### src/rtl/tof_readout_scheduler_pkg.sv
// Shared widths, command codes and types for the ToF readout scheduler.
package tof_readout_scheduler_pkg;

  localparam int unsigned NB_OF_SENSORS = 8;
  localparam int unsigned TOF_IDX_W     = 3;
  localparam int unsigned TOF_DATA_W    = 22;
  localparam int unsigned TOF_RES_W     = TOF_IDX_W + TOF_DATA_W;
  localparam int unsigned TOF_CMD_W     = 4;
  localparam int unsigned TOF_CMD_BUS_W = TOF_CMD_W * NB_OF_SENSORS;

  // Command nibbles understood by the comm block; 0 is reserved as NOP.
  localparam logic [TOF_CMD_W-1:0] TOF_CMD_NOP   = 4'h0;
  localparam logic [TOF_CMD_W-1:0] TOF_CMD_START = 4'h1;
  localparam logic [TOF_CMD_W-1:0] TOF_CMD_STOP  = 4'h2;
  localparam logic [TOF_CMD_W-1:0] TOF_CMD_RESET = 4'h3;
  localparam logic [TOF_CMD_W-1:0] TOF_CMD_CALIB = 4'h4;

  typedef enum logic [1:0] {
    StIdle,
    StSelect,
    StCapture
  } sched_state_e;

  typedef struct packed {
    logic [TOF_IDX_W-1:0]  sensor_id;
    logic [TOF_DATA_W-1:0] data;
  } tof_result_t;

  // Place one command nibble at its sensor slot, all other slots NOP.
  function automatic logic [TOF_CMD_BUS_W-1:0] cmd_place(input logic [TOF_IDX_W-1:0] sensor,
                                                          input logic [TOF_CMD_W-1:0] code);
    logic [TOF_CMD_BUS_W-1:0] bus;
    bus = '0;
    bus[sensor*TOF_CMD_W +: TOF_CMD_W] = code;
    return bus;
  endfunction

endpackage

### src/rtl/tof_sync_fifo.sv
// Synchronous show-ahead FIFO; writes when full and reads when empty are ignored.
module tof_sync_fifo #(
  parameter int unsigned Width = 25,
  parameter int unsigned Depth = 16
) (
  input  logic             clk,
  input  logic             reset,
  input  logic             push,
  input  logic [Width-1:0] push_data,
  input  logic             pop,
  output logic [Width-1:0] pop_data,
  output logic             full,
  output logic             empty
);

  localparam int unsigned AddrW = $clog2(Depth);

  logic [Width-1:0] mem [Depth];
  logic [AddrW:0]   wr_ptr_q, rd_ptr_q;
  logic             wr_en, rd_en;

  assign wr_en    = push && !full;
  assign rd_en    = pop && !empty;
  assign empty    = (wr_ptr_q == rd_ptr_q);
  // Extra pointer bit distinguishes full from empty when the addresses match.
  assign full     = (wr_ptr_q[AddrW] != rd_ptr_q[AddrW]) &&
                    (wr_ptr_q[AddrW-1:0] == rd_ptr_q[AddrW-1:0]);
  assign pop_data = mem[rd_ptr_q[AddrW-1:0]];

  // Pointer registers.
  always_ff @(posedge clk or negedge reset) begin
    if (!reset) begin
      wr_ptr_q <= '0;
      rd_ptr_q <= '0;
    end else begin
      if (wr_en) wr_ptr_q <= wr_ptr_q + (AddrW+1)'(1);
      if (rd_en) rd_ptr_q <= rd_ptr_q + (AddrW+1)'(1);
    end
  end

  // Storage array, no reset needed.
  always_ff @(posedge clk) begin
    if (wr_en) mem[wr_ptr_q[AddrW-1:0]] <= push_data;
  end

endmodule

### src/rtl/tof_readout_scheduler.sv
// Sequencer between the 8-channel ToF comm block and the host: latches ready flags,
// round-robin selects a sensor, captures its result into a FIFO, and drives host commands.
module tof_readout_scheduler
  import tof_readout_scheduler_pkg::*;
#(
  parameter int unsigned FIFO_DEPTH    = 16,
  parameter int unsigned SETTLE_CYCLES = 1,
  parameter int unsigned CMD_HOLD      = 4
) (
  input  logic                     clk,
  input  logic                     reset,
  input  logic [NB_OF_SENSORS-1:0] ready_in,
  input  logic [TOF_DATA_W-1:0]    data_in,
  output logic [TOF_IDX_W-1:0]     tof_index,
  output logic [TOF_CMD_BUS_W-1:0] tof_cmd,
  input  logic [NB_OF_SENSORS-1:0] enable_mask,
  input  logic                     cmd_valid,
  input  logic [TOF_IDX_W-1:0]     cmd_sensor,
  input  logic [TOF_CMD_W-1:0]     cmd_code,
  output logic                     cmd_ready,
  output logic                     res_valid,
  input  logic                     res_ready,
  output logic [TOF_RES_W-1:0]     res_data,
  output logic [NB_OF_SENSORS-1:0] overrun,
  input  logic                     overrun_clr,
  output logic                     frame_done
);

  localparam int unsigned HoldW = (CMD_HOLD > 1) ? $clog2(CMD_HOLD) : 1;

  // First requesting sensor at or after ptr, wrapping 7 -> 0.
  function automatic logic [TOF_IDX_W-1:0] rr_pick(input logic [NB_OF_SENSORS-1:0] req,
                                                    input logic [TOF_IDX_W-1:0] ptr);
    logic [TOF_IDX_W-1:0] idx;
    logic [TOF_IDX_W-1:0] pick;
    logic                 found;
    pick  = ptr;
    found = 1'b0;
    for (int k = 0; k < NB_OF_SENSORS; k++) begin
      idx = ptr + TOF_IDX_W'(k);
      if (!found && req[idx]) begin
        pick  = idx;
        found = 1'b1;
      end
    end
    return pick;
  endfunction

  sched_state_e state_q, state_d;

  logic [TOF_IDX_W-1:0]     grant_q, grant_d;
  logic [TOF_IDX_W-1:0]     rr_ptr_q, rr_ptr_d;
  logic [2:0]               settle_cnt_q, settle_cnt_d;
  logic [NB_OF_SENSORS-1:0] pending_q, pending_d;
  logic [NB_OF_SENSORS-1:0] overrun_q, overrun_d;
  logic [NB_OF_SENSORS-1:0] seen_q, seen_d;
  logic [NB_OF_SENSORS-1:0] capture_mask;

  logic cmd_busy_q, cmd_busy_d;
  logic [HoldW-1:0]     cmd_cnt_q, cmd_cnt_d;
  logic [TOF_IDX_W-1:0] cmd_sensor_q, cmd_sensor_d;
  logic [TOF_CMD_W-1:0] cmd_code_q, cmd_code_d;

  logic        fifo_full, fifo_empty, fifo_pop;
  tof_result_t push_res;
  logic        can_grant, settle_done, frame_hit;
  logic        load_grant, capture;

  assign can_grant   = (pending_q != '0) && !fifo_full;
  assign settle_done = (settle_cnt_q == 3'(SETTLE_CYCLES - 1));
  assign frame_hit   = (enable_mask != '0) && ((seen_q & enable_mask) == enable_mask);

  // FSM state register.
  always_ff @(posedge clk or negedge reset) begin
    if (!reset) state_q <= StIdle;
    else        state_q <= state_d;
  end

  // FSM next-state logic.
  always_comb begin
    state_d = state_q;
    unique case (state_q)
      StIdle:    if (can_grant) state_d = StSelect;
      StSelect:  if (settle_done) state_d = StCapture;
      StCapture: state_d = StIdle;
      default:   state_d = StIdle;
    endcase
  end

  // FSM outputs: grant load in IDLE, result push in CAPTURE.
  always_comb begin
    load_grant = 1'b0;
    capture    = 1'b0;
    unique case (state_q)
      StIdle:    load_grant = can_grant;
      StSelect:  ;
      StCapture: capture = 1'b1;
      default:   ;
    endcase
  end

  // Sensor bookkeeping next-state: a same-cycle ready always beats the capture clear.
  always_comb begin
    capture_mask = capture ? (NB_OF_SENSORS'(1) << grant_q) : '0;
    grant_d      = load_grant ? rr_pick(pending_q, rr_ptr_q) : grant_q;
    rr_ptr_d     = capture ? grant_q + TOF_IDX_W'(1) : rr_ptr_q;
    settle_cnt_d = (state_q == StSelect && !settle_done) ? settle_cnt_q + 3'd1 : 3'd0;
    pending_d    = (pending_q & ~capture_mask) | ready_in;
    overrun_d    = (overrun_clr ? '0 : overrun_q) | (ready_in & pending_q & ~capture_mask);
    seen_d       = (frame_hit ? '0 : seen_q) | capture_mask;
  end

  // Scheduler datapath registers.
  always_ff @(posedge clk or negedge reset) begin
    if (!reset) begin
      grant_q      <= '0;
      rr_ptr_q     <= '0;
      settle_cnt_q <= '0;
      pending_q    <= '0;
      overrun_q    <= '0;
      seen_q       <= '0;
    end else begin
      grant_q      <= grant_d;
      rr_ptr_q     <= rr_ptr_d;
      settle_cnt_q <= settle_cnt_d;
      pending_q    <= pending_d;
      overrun_q    <= overrun_d;
      seen_q       <= seen_d;
    end
  end

  // Command hold next-state: accept only while idle, then count down the hold.
  always_comb begin
    cmd_busy_d   = cmd_busy_q;
    cmd_cnt_d    = cmd_cnt_q;
    cmd_sensor_d = cmd_sensor_q;
    cmd_code_d   = cmd_code_q;
    if (!cmd_busy_q) begin
      if (cmd_valid) begin
        cmd_busy_d   = 1'b1;
        cmd_cnt_d    = HoldW'(CMD_HOLD - 1);
        cmd_sensor_d = cmd_sensor;
        cmd_code_d   = cmd_code;
      end
    end else if (cmd_cnt_q == '0) begin
      cmd_busy_d = 1'b0;
      cmd_code_d = TOF_CMD_NOP;
    end else begin
      cmd_cnt_d = cmd_cnt_q - HoldW'(1);
    end
  end

  // Command path registers.
  always_ff @(posedge clk or negedge reset) begin
    if (!reset) begin
      cmd_busy_q   <= 1'b0;
      cmd_cnt_q    <= '0;
      cmd_sensor_q <= '0;
      cmd_code_q   <= TOF_CMD_NOP;
    end else begin
      cmd_busy_q   <= cmd_busy_d;
      cmd_cnt_q    <= cmd_cnt_d;
      cmd_sensor_q <= cmd_sensor_d;
      cmd_code_q   <= cmd_code_d;
    end
  end

  assign push_res = '{sensor_id: grant_q, data: data_in};
  assign fifo_pop = res_valid && res_ready;

  tof_sync_fifo #(
    .Width (TOF_RES_W),
    .Depth (FIFO_DEPTH)
  ) u_fifo (
    .clk       (clk),
    .reset     (reset),
    .push      (capture),
    .push_data (push_res),
    .pop       (fifo_pop),
    .pop_data  (res_data),
    .full      (fifo_full),
    .empty     (fifo_empty)
  );

  assign res_valid  = !fifo_empty;
  assign tof_index  = grant_q;
  assign overrun    = overrun_q;
  assign frame_done = frame_hit;
  assign cmd_ready  = !cmd_busy_q;
  assign tof_cmd    = cmd_busy_q ? cmd_place(cmd_sensor_q, cmd_code_q) : '0;

endmodule
### config.mk
export PLATFORM = sky130hd
export DESIGN_NAME = tof_readout_scheduler
export DESIGN_NICKNAME = d
export VERILOG_FILES = /design/src/rtl/tof_readout_scheduler_pkg.sv /design/src/rtl/tof_sync_fifo.sv /design/src/rtl/tof_readout_scheduler.sv
export SDC_FILE = /design/constraint.sdc
export NUM_CORES = 1
export LEC_CHECK = 0
export CORE_AREA = 3 3 149 224
export CTS_CLUSTER_SIZE = 12
export DETAILED_ROUTE_END_ITERATION = 16
export DIE_AREA = 0 0 152 227
export PLACE_DENSITY = 0.8
export SLEW_MARGIN = 20
export SYNTH_ARGS = -nofsm -noshare
export SYNTH_HDL_FRONTEND = slang
export SYNTH_SLANG_ARGS = --single-unit
export TNS_END_PERCENT = 100
### constraint.sdc
create_clock -name clk -period 6.4 [get_ports clk]
set_input_delay 1.28 -clock clk [delete_from_list [all_inputs] [get_ports clk]]
set_output_delay 1.28 -clock clk [all_outputs]
set_load 0.005 [all_outputs]
Word-level counts from Yosys, hierarchy flattened --
Memory sizes are Yosys's and may differ from the RTL's. Index checks and enable logic that the tools add are counted.
Word-level totals: bits in registers 55, bits in writable memories 400, output and inout port bits 71, word-level logic and storage cells 144, memories kept 1
Operators by class: add/sub/neg operators 13, order comparisons 8, eq/ne operators 10, shift operators 3, muxes and demuxes 51, bitwise logic cells 10, reductions and logical operators 35
Memory list:
- u_fifo.mem | depth 16, bits a word 25, read ports 1, clocked after memory_dff 0, write ports 1, RTL line tof_sync_fifo.sv:18 | logic [Width-1:0] mem [Depth];
Operator list (count):
- negation 5 -> 34 bit | 1
- variable shift 4 x 34 -> 32 bit, first input constant | 1
- indexed part select 4 x 34 -> 32 bit | 1
- bitwise AND 32 bit | 1
- bitwise AND 8 bit | 4
- less-than comparator 3 x 4 -> 1 bit, second input constant | 8
- 2-to-1 mux 32 bit | 1
- binary-select mux 1 bit (select 3 bit) | 8
- 2-to-1 mux 3 bit | 8
- 2-to-1 mux 8 bit | 3
- bitwise OR 8 bit | 3
- 2-to-1 mux 1 bit | 22
- nonzero test 8 bit | 2
- logical AND 1 bit | 14
- adder 3 bit, second input constant | 4
- 2-to-1 mux 4 bit | 3
- zero test 1 bit | 11
- adder 5 x 1 -> 5 bit, second input constant | 2
- 2-to-1 mux 2 bit | 5
- adder 3 x 1 -> 3 bit, second input constant | 3
- equality test 8 bit | 1
- inverter 8 bit | 1
- AND reduction 2 bit | 4
- << shifter 1 x 3 -> 8 bit, first input constant | 1
- 14 further kinds | 18

Longest topological paths before layout --
Gate-level depths: netlist of the first run.
depth after elaboration 24, mapped depth 12, gate-level depth less buffers 9

By module --
From an unflattened synthesis of the first run, not the netlist that was laid out.
Unflattened totals: cell total of the unflattened synthesis 1043, area total of the unflattened synthesis 18943.2 sq um
By module, submodules not included:
- tof_sync_fifo | instances 1, cells each 692, area an instance 15763.9 sq um, seq. area each 12261.8 sq um
- tof_readout_scheduler | instances 1, cells each 351, area an instance 3179.3 sq um, seq. area each 1126.1 sq um

Least setup slack after synthesis of the first run --
No wires, ideal clock.
kind flip-flop to output port, start point reg u_fifo.rd_ptr_q[0], end point out res_data[10], arrival time 2.388 ns, path slack 2.732 ns, stages on the path, launching flop included 6, cell sequence dfrtp_1 -> clkbuf_1 -> buf_1 -> buf_1 -> mux4_2 -> mux4_2
Between the ends: word-level cells in the longest chain between the ends 1
RTL lines:
- from (decl) | RTL line tof_sync_fifo.sv:19 | logic [AddrW:0] wr_ptr_q, rd_ptr_q;
- from (signal assigned) | RTL line tof_sync_fifo.sv:37 | if (rd_en) rd_ptr_q <= rd_ptr_q + (AddrW+1)'(1);
- memory (16 x 25 bit)
- to (decl) | RTL line tof_readout_scheduler.sv:23 | output logic [TOF_RES_W-1:0] res_data,
Every way passes these cells.

Worst setup path after layout of the first run --
start point reg u_fifo.rd_ptr_q[0], end point out res_data[5]
The elaborated chain is that of the path after synthesis.

==> results of run 1 <==
[synth_stat cells, types with 2 or more instances]
cell type	number	share of area [%]
edfxtp_1	400	64
mux4_2	128	15
dfrtp_1	55	7.3
nor2_1	52	1.0
inv_1	40	0.80
nand2_1	39	0.78
clkbuf_1	27	0.54
o21ai_0	27	0.72
ha_1	18	1.2
nand3_1	18	0.48
and2_1	15	0.50
nor3_1	15	0.40
mux2i_1	13	0.69
a21o_1	10	0.40
xnor2_1	10	0.46
buf_1	8	0.16
nand2b_1	8	0.27
a21oi_1	7	0.19
mux4_1	7	0.98
nor4_1	7	0.23
xor2_1	7	0.33
buf_6	5	0.30
mux2_2	5	0.30
nand4_1	5	0.17
nor2b_1	5	0.17
a22oi_1	4	0.16
buf_2	4	0.11
clkbuf_2	4	0.11
o22ai_1	4	0.13
a31oi_1	3	0.10
o221ai_1	3	0.14
a2111oi_0	2	0.093
a211oi_1	2	0.080
a32oi_1	2	0.093
nor3b_1	2	0.080
o22a_1	2	0.093
[critical path, stage by stage, from the launching register on]
cell and delay (ns):
dfrtp_4 0.95, buf_4 0.53, mux4_2 0.57, mux4_2 0.51, clkdlybuf4s50_1 0.47
[flip-flops by register name, indices dropped and copies added, names as in the netlist]
register         flops
cmd_busy_q           1
cmd_cnt_q            2
cmd_code_q           4
cmd_sensor_q         3
overrun              8
pending_q            8
rr_ptr_q             3
seen_q               8
settle_cnt_q         3
state_q              2
tof_index            3
u_fifo.mem         400
u_fifo.rd_ptr_q      5
u_fifo.wr_ptr_q      5
[worst max-delay path by stage]
stage                                   from            to  slack [ns]  depth (start not counted)
after floorplan           u_fifo.rd_ptr_q[0]  res_data[10]        2.73                          5
after global placement    u_fifo.rd_ptr_q[0]   res_data[1]        1.99                          4
after detailed placement  u_fifo.rd_ptr_q[0]   res_data[3]        2.00                          4
after CTS                 u_fifo.rd_ptr_q[0]   res_data[1]        1.40                          4
after global routing      u_fifo.rd_ptr_q[0]   res_data[1]        1.29                          4
final                     u_fifo.rd_ptr_q[0]   res_data[5]        1.53                          4
[per-stage QoR]
step                      worst slack, ns  total power, uW  utilization, %  hold WS (ns)  area (um2)
after detailed placement             2.00             6810            64.7         0.465       20500
after CTS                            1.40             9100            68.5         0.473       21700
after global routing                 1.29             9430            68.7         0.499       21700
after floorplan                      2.73             5770               -         0.432       18800
after global placement               1.99             6740            64.7         0.447       20500
final                                1.53             9030            68.7         0.469       21700
[cell type report]
type | count | area, um2
multi-input combinational | 439 | 5050
clock buffer | 56 | 1170
clock inverter | 5 | 31.3
fill | 2030 | 9910
inverter | 40 | 150
timing repair buffer | 142 | 1410
sequential | 455 | 13400
tap | 410 | 513
[per-layer routing]
metal	GRT usage, %	wire, um	share of wire (%)	up-vias
met5	0	0	0	-
met4	8.42	1020	2.5	0
met3	3.67	2920	7.1	68
met2	43.2	22400	54	500
met1	30.8	14900	36	5195
li1	-	-	-	4199
[cell families after synthesis]
| kind of cell | synth area share (%) |
|---|---|
| flip-flops | 71.1 |
| AND/OR/NAND/NOR | 4.40 |
| AO/OA/AOI/OAI | 2.69 |
| XOR/XNOR | 0.790 |
| adder cells (fa/ha/maj) | 1.20 |
| multiplexers | 17.5 |
| buffers and inverters | 2.38 |
[power breakdown]
part,total (uW),switching [uW],internal (uW)
logic,2800,1250,1560
clock network,2290,1020,1270
registers,3930,401,3530
==> run_results.csv, run 1 <==
group,metric,value,unit
synthesis,netlist_area,0.0188,mm2
global_route,grt_overflow,0,
routing,wl,41.3,mm
pwr,ir_drop,242,uV
setup_path,critPathMaxFanout,41,
sta,finalMaxSlewViolations,0,
synthesis,synthArstFlopShare,12.1,%
routing,drc,0,
setup_path,r2r_setup_slack,2.70,ns
routing,via_per_inst,6.44,
clock_network,cts_made_buffers,44,
pwr,powerDensity,416,mW/mm2
floorplanning,rows,80,
setup_path,reg2regPathDepth,6,
synthesis,ys_warn_count,0,
layout,antenna_cells,0,
layout,final_cells,1547,
floorplanning,fp.dieH,227,um
clock_network,clk_latency,0.55,ns
layout,nNetsFinal,1190,
sta,finalCritPeriodShare,76.1,%
clock_network,cts_hold_buf,0,
routing,wl_per_cell,26.7,um
clock_network,path_clk_slew,0.06,ns
synthesis,avgSynthCellArea,19.1,um2
hold_path,whs_endpoint,"settle_cnt_q[0]",
setup_path,path_class,"reg2out",
clock_network,cts_resized,0,
sta,hold_viol,0,
layout,drive_above_1_share,19.5,%
placement,hpwlAfterDp,22.7,mm
hold_path,holdPathStages,1,
layout,syn2layout_area_growth,15.3,%
global_route,grt_pass1_vias,10500,
clock_network,cts_root_buffer,"clkbuf_16",
placement,gp_congestion,0.826,
sta,setup_viol,0,
synthesis,syn_nets,1054,
clock_network,htreeDepth,2,
floorplanning,initial_utilization,59.6,%
clock_network,cts_sinks,455,
hold_path,hp-class,"reg2reg",
job,max-cap-violations,0,
routing,drt_first_pass_iters,5,
clock_network,cts_tree,"done",
floorplanning,core_area,0.0316,mm2
sta,finalSetupTns,0,ns
placement,port_buffers,120,
synthesis,synth-edff-count,400,
setup_path,worst_r2r_endpoint,"u_fifo.mem[13][12]",
sta,fin_worst_skew,0.0157,ns
layout,layout_commonest_cell,"edfxtp_1",
synthesis,syn_inst,986,
setup_path,cp_data_required_time,5.12,ns
global_route,grt_pass1_wl,63.1,mm
floorplanning,dieArea,0.0345,mm2
clock_network,post-cts-setup-buffers,0,
global_route,grt_max_degree,56,
sta,max_freq,205,MHz
synthesis,synth-seq-area-share,71.1,%
floorplanning,io_pins,121,
sta,fin_crit,4.87,ns
setup_path,reg2reg_from,"u_fifo.rd_ptr_q[0]",
floorplanning,die_w,152,um
hold_path,worstHoldStart,"settle_cnt_q[0]",
routing,vias,9962,
synthesis,synth_seq_cells,455,
global_route,grt_antenna_before_repair,0,
sta,tightest_slew,1.12,ns
setup_path,cp.arrival,3.59,ns
placement,numPlacedInstances,1484,
setup_path,end_kind,"output pin",
status,status,"completed",
setup_path,worstSetupStartpointType,"flip-flop",
synthesis,synth-main-ff-cell,"edfxtp_1",
routing,drt_iter0_drc,964,
routing,ant_nets,0,
layout,layout_common_cells,"400 x edfxtp_1, 128 x mux4_2, 119 x clkdlybuf4s50_1",
pwr,p_leak,0.00717,uW
synthesis,ys_types,59,
sta,grt_setup_unrepaired,"no",
clock_network,clockBufferDepth,3,
sta,slew_headroom,25.0,%
global_route,grtUsageTotal,24.2,%
Power figures use the tool's default switching activity.
==> run 2: changes to the inputs <==
- CORE_AREA: 3 3 149 224 -> 3 3 150 225
- DIE_AREA: 0 0 152 227 -> 0 0 153 228
- PLACE_DENSITY: 0.8 -> 0.79
- clock period: 6.4 -> 4.75 ns (I/O delays scaled with it)
==> run 2 against run 1 <==
Against the previous run: die area grew 1.1%; clock skew rose by 0.0017 ns; sequential cell count stayed put; critical endpoint is now res_data[1]; via count up 0.46%; non-clock buffer count grew 7; critical path depth is the same; global-route usage rose by 0.81 points; first-iteration DRC count down 3.8%; total power rose by 36%; wire length increased by 4.0%; final cell count is 0.78% higher; cell area up 0.40%.
==> run_results.csv, run 2 (synthesized netlist as in run 1, its figures left out) <==
group,metric,value,unit
setup_path,reg2reg_from,"u_fifo.rd_ptr_q[0]",
sta,fin_crit,4.32,ns
pwr,switching_share,29.6,%
clock_network,post-cts-setup-buffers,0,
pwr,power.switching,3630,uW
routing,wl_per_cell,27.6,um
global_route,grtUsageTotal,25.0,%
sta,finalCritPeriodShare,91.0,%
pwr,p_leak,0.00721,uW
pwr,ir_drop,360,uV
setup_path,cp_data_required_time,3.80,ns
layout,nNetsFinal,1197,
global_route,grt_antenna_before_repair,1,
routing,wl,43.0,mm
setup_path,worstSetupStartpointType,"flip-flop",
setup_path,reg2regPathDepth,7,
clock_network,cts_resized,0,
routing,drc,0,
pwr,powerDensity,562,mW/mm2
sta,max_freq,231,MHz
floorplanning,dieArea,0.0349,mm2
layout,final_util,68.3,%
clock_network,cts_made_buffers,44,
floorplanning,rows,80,
hold_path,holdPathStages,1,
layout,drive_above_1_share,19.9,%
clock_network,path_clk_slew,0.06,ns
placement,hpwlAfterDp,24.2,mm
clock_network,htreeDepth,2,
routing,via_per_inst,6.42,
setup_path,cp.arrival,3.37,ns
layout,layout_common_cells,"400 x edfxtp_1, 128 x mux4_2, 119 x clkdlybuf4s50_1",
setup_path,startpoint,"u_fifo.rd_ptr_q[0]",
clock_network,cts_sinks,455,
sta,grt_setup_unrepaired,"no",
hold_path,hp-class,"reg2reg",
floorplanning,io_pins,121,
routing,drt_iter0_drc,927,
routing,ant_nets,0,
sta,tightest_slew,0.884,ns
pwr,p_total,12300,uW
layout,largest_register_ffs,400,
sta,hold_viol,0,
routing,drt_first_pass_iters,6,
setup_path,worst_r2r_endpoint,"u_fifo.mem[12][18]",
placement,gp_congestion,0.833,
sta,finalSetupTns,0,ns
clock_network,cts_tree,"done",
setup_path,critPathMaxFanout,29,
pwr,sequentialPowerShare,42.8,%
hold_path,worstHoldStart,"cmd_cnt_q[0]",
layout,num-fill-cells,1967,
sta,fin_worst_skew,0.0174,ns
hold_path,whs_endpoint,"cmd_cnt_q[0]",
placement,port_buffers,120,
setup_path,end_kind,"output pin",
global_route,grt_max_degree,70,
setup_path,path_class,"reg2out",
pwr,combPwrFrac,31.8,%
global_route,grt_pass1_vias,10800,
routing,vias,10000,
floorplanning,core_area,0.0319,mm2
layout,syn2layout_area_growth,15.7,%
global_route,grt_overflow,0,
clock_network,clk_latency,0.55,ns
layout,layout_commonest_cell,"edfxtp_1",
job,max-cap-violations,0,
pwr,p_int,8630,uW
clock_network,cts_hold_buf,0,
sta,setup_viol,0,
pwr,clockPowerShare,25.3,%
floorplanning,initial_utilization,59.0,%
clock_network,clockBufferDepth,3,
sta,slew_headroom,39.6,%
setup_path,r2r_setup_slack,1.39,ns
sta,finalMaxSlewViolations,0,
floorplanning,fp.dieH,228,um
floorplanning,die_w,153,um
global_route,grt_pass1_wl,65.1,mm
status,status,"completed",
clock_network,cts_root_buffer,"clkbuf_16",
## run 2: how the worst max path moves through the flow
stage	to	cells past startpoint	slack, ns
after CTS	res_data[1]	4	0.35
after global routing	res_data[1]	4	0.30
after global placement	res_data[3]	4	0.98
final	res_data[1]	4	0.43
after detailed placement	res_data[1]	4	0.97
after floorplan	u_fifo.mem[7][0]	7	1.09
## run 2: worst max-delay path, stage by stage, from the launching register on
cell             delay (ns)
dfrtp_4                0.82
buf_4                  0.42
mux4_2                 0.59
mux4_2                 0.52
clkdlybuf4s50_1        0.46
## run 2: cell type report
type,count,area (um2),area share [%]
Inverter,40,150,0.689
Multi-Input combinational cell,439,5050,23.2
Sequential cell,455,13400,61.4
Clock buffer,60,1190,5.47
Antenna cell,1,2.50,0.0115
Tap cell,410,513,2.35
Timing Repair Buffer,149,1460,6.71
Clock inverter,5,32.5,0.149
## run 2: power by group through the flow
stage,combinational [uW],clock (uW),sequential (uW)
detailed placement,3900,0,5320
global placement,3830,0,5300
global route,4170,3310,5300
CTS,3940,3160,5250
finish,3900,3110,5250
floorplan,2790,0,4980
## run 2: layer usage
metal	vias to the layer above	track usage (%)	part of all wire, %
met1	5095	30.0	34
met4	0	10.4	4.1
met2	565	44.9	54
met5	-	0	0
li1	4225	-	-
met3	123	4.02	7.6
## run 2: per-stage QoR
stage                     cells  setup WS (ns)  hold WS (ns)  cell area [um2]
after floorplan             986           1.09         0.432            18800
after global placement     1493          0.982         0.445            20600
after detailed placement   1493          0.971         0.463            20600
after CTS                  1558          0.352         0.471            21800
after global routing       1559          0.297         0.501            21800
final                      1559          0.427         0.468            21800
==> run 3: changes to the inputs <==
- CORE_AREA: 3 3 150 225 -> 3 3 229 175
- DIE_AREA: 0 0 153 228 -> 0 0 232 178
- PLACE_DENSITY: 0.79 -> 0.72
==> run 3 against run 2 <==
Against the previous run: count of clock-buffer cells in the layout is 3 higher; wire length fell by 3.7%; maximum frequency up 1.4%; sequential power is 1% lower; sequential cell count did not move; core utilization down 10 points; non-clock buffer count rose by 1; worst setup slack gained 0.059 ns; hold slack worse by 0.20 ns; via count shrank 1.2%; critical path type unchanged; highest routed layer unchanged.
==> run_results.csv, run 3 (synthesized netlist as in run 1, its figures left out) <==
group,metric,value,unit
setup_path,cp.arrival,3.31,ns
clock_network,cts_tree,"done",
global_route,grt_max_degree,69,
sta,grt_setup_unrepaired,"no",
layout,num-fill-cells,2777,
placement,dpl_worst_slack,1.03,ns
clock_network,post-cts-setup-buffers,0,
sta,finalSetupTns,0,ns
placement,hpwlAfterDp,23.4,mm
setup_path,path_class,"reg2out",
floorplanning,die_w,232,um
routing,drc,0,
setup_path,worstSetupStartpointType,"flip-flop",
routing,via_per_inst,5.93,
routing,vias,9889,
routing,wl_per_cell,24.8,um
layout,antenna_cells,0,
setup_path,worst_r2r_endpoint,"tof_index[1]",
clock_network,cts_sinks,455,
setup_path,end_kind,"output pin",
floorplanning,initial_utilization,49.6,%
global_route,grt_pass1_wl,62.9,mm
sta,max_freq,235,MHz
setup_path,cp_data_required_time,3.80,ns
layout,seqCellArea,0.0134,mm2
global_route,grt_overflow,0,
routing,wl,41.4,mm
job,max-cap-violations,0,
clock_network,cts_resized,0,
sta,finalCritPeriodShare,89.8,%
setup_path,reg2regPathDepth,8,
floorplanning,fp.dieH,178,um
hold_path,hp-class,"in2async",
sta,fin_worst_skew,0.0123,ns
routing,drt_first_pass_iters,5,
global_route,grtUsageTotal,20.5,%
clock_network,cts_hold_buf,0,
layout,largest_register_ffs,400,
layout,syn2layout_area_growth,17.3,%
sta,slew_headroom,32.8,%
layout,final_cells,1667,
setup_path,reg2reg_from,"rr_ptr_q[1]",
sta,tightest_slew,0.982,ns
clock_network,cts_made_buffers,46,
routing,ant_nets,0,
clock_network,clk_latency,0.55,ns
sta,fin_crit,4.26,ns
layout,final_util,58.1,%
sta,hold_viol,0,
sta,fin_ws,0.486,ns
setup_path,critPathMaxFanout,26,
sta,finalMaxSlewViolations,0,
setup_path,r2r_setup_slack,1.47,ns
floorplanning,io_pins,121,
clock_network,path_clk_slew,0.06,ns
floorplanning,rows,62,
status,status,"completed",
routing,drt_iter0_drc,1073,
sta,setup_viol,0,
layout,layout_commonest_cell,"edfxtp_1",
placement,numPlacedInstances,1596,
global_route,grt_pass1_vias,10100,
floorplanning,core_area,0.0380,mm2
clock_network,clockBufferDepth,3,
pwr,powerDensity,568,mW/mm2
pwr,ir_drop,348,uV
layout,drive_above_1_share,20.3,%
layout,multi_input_area,0.00505,mm2
sta,fin_hold_ws,0.266,ns
placement,port_buffers,120,
floorplanning,dieArea,0.0413,mm2
global_route,grt_antenna_before_repair,0,
clock_network,cts_root_buffer,"clkbuf_16",
placement,gp_congestion,0.847,
clock_network,htreeDepth,2,
layout,nNetsFinal,1200,
layout,layout_common_cells,"400 x edfxtp_1, 128 x mux4_2, 119 x clkdlybuf4s50_1",
pwr,p_leak,0.00730,uW
[run 3: worst max path at each step]
stage,startpoint,endpoint,depth (start not counted)
floorplan,u_fifo.rd_ptr_q[3],u_fifo.mem[7][0],7
global placement,u_fifo.rd_ptr_q[0],res_data[14],4
detailed placement,u_fifo.rd_ptr_q[0],res_data[14],4
CTS,u_fifo.rd_ptr_q[0],res_data[21],4
global route,u_fifo.rd_ptr_q[0],res_data[21],4
finish,u_fifo.rd_ptr_q[0],res_data[21],4
[run 3: critical path: stages (launching register included)]
cell,delay (ns)
dfrtp_4,0.64
buf_4,0.53
mux4_2,0.63
mux4_2,0.50
clkdlybuf4s50_1,0.46
[run 3: cell type report]
cell class	count	area share, %
Clock buffer	63	5.60
Clock inverter	8	0.663
Inverter	40	0.680
Multi-Input combinational cell	439	22.9
Sequential cell	455	60.6
Tap cell	512	2.90
Timing Repair Buffer	150	6.66
[run 3: metrics by stage]
stage | power [uW] | cell area, um2
CTS | 12700 | 22100
global route | 13200 | 22100
detailed placement | 9230 | 20700
global placement | 9150 | 20700
floorplan | 7780 | 18800
finish | 12600 | 22100
[run 3: routing by layer]
layer	part of all wire (%)	up-vias	global-route usage (%)
met1	42	5156	30.2
met2	47	416	31.5
met5	0	-	0
met3	8.6	67	4.61
li1	-	4250	-
met4	1.9	0	4.93
[run 3: report_power, final]
group,total [uW],switching [uW],leakage [uW],internal [uW]
clock network,3420,1400,0.000669,2020
registers,5180,416,0.00424,4760
logic,3960,1830,0.00239,2130
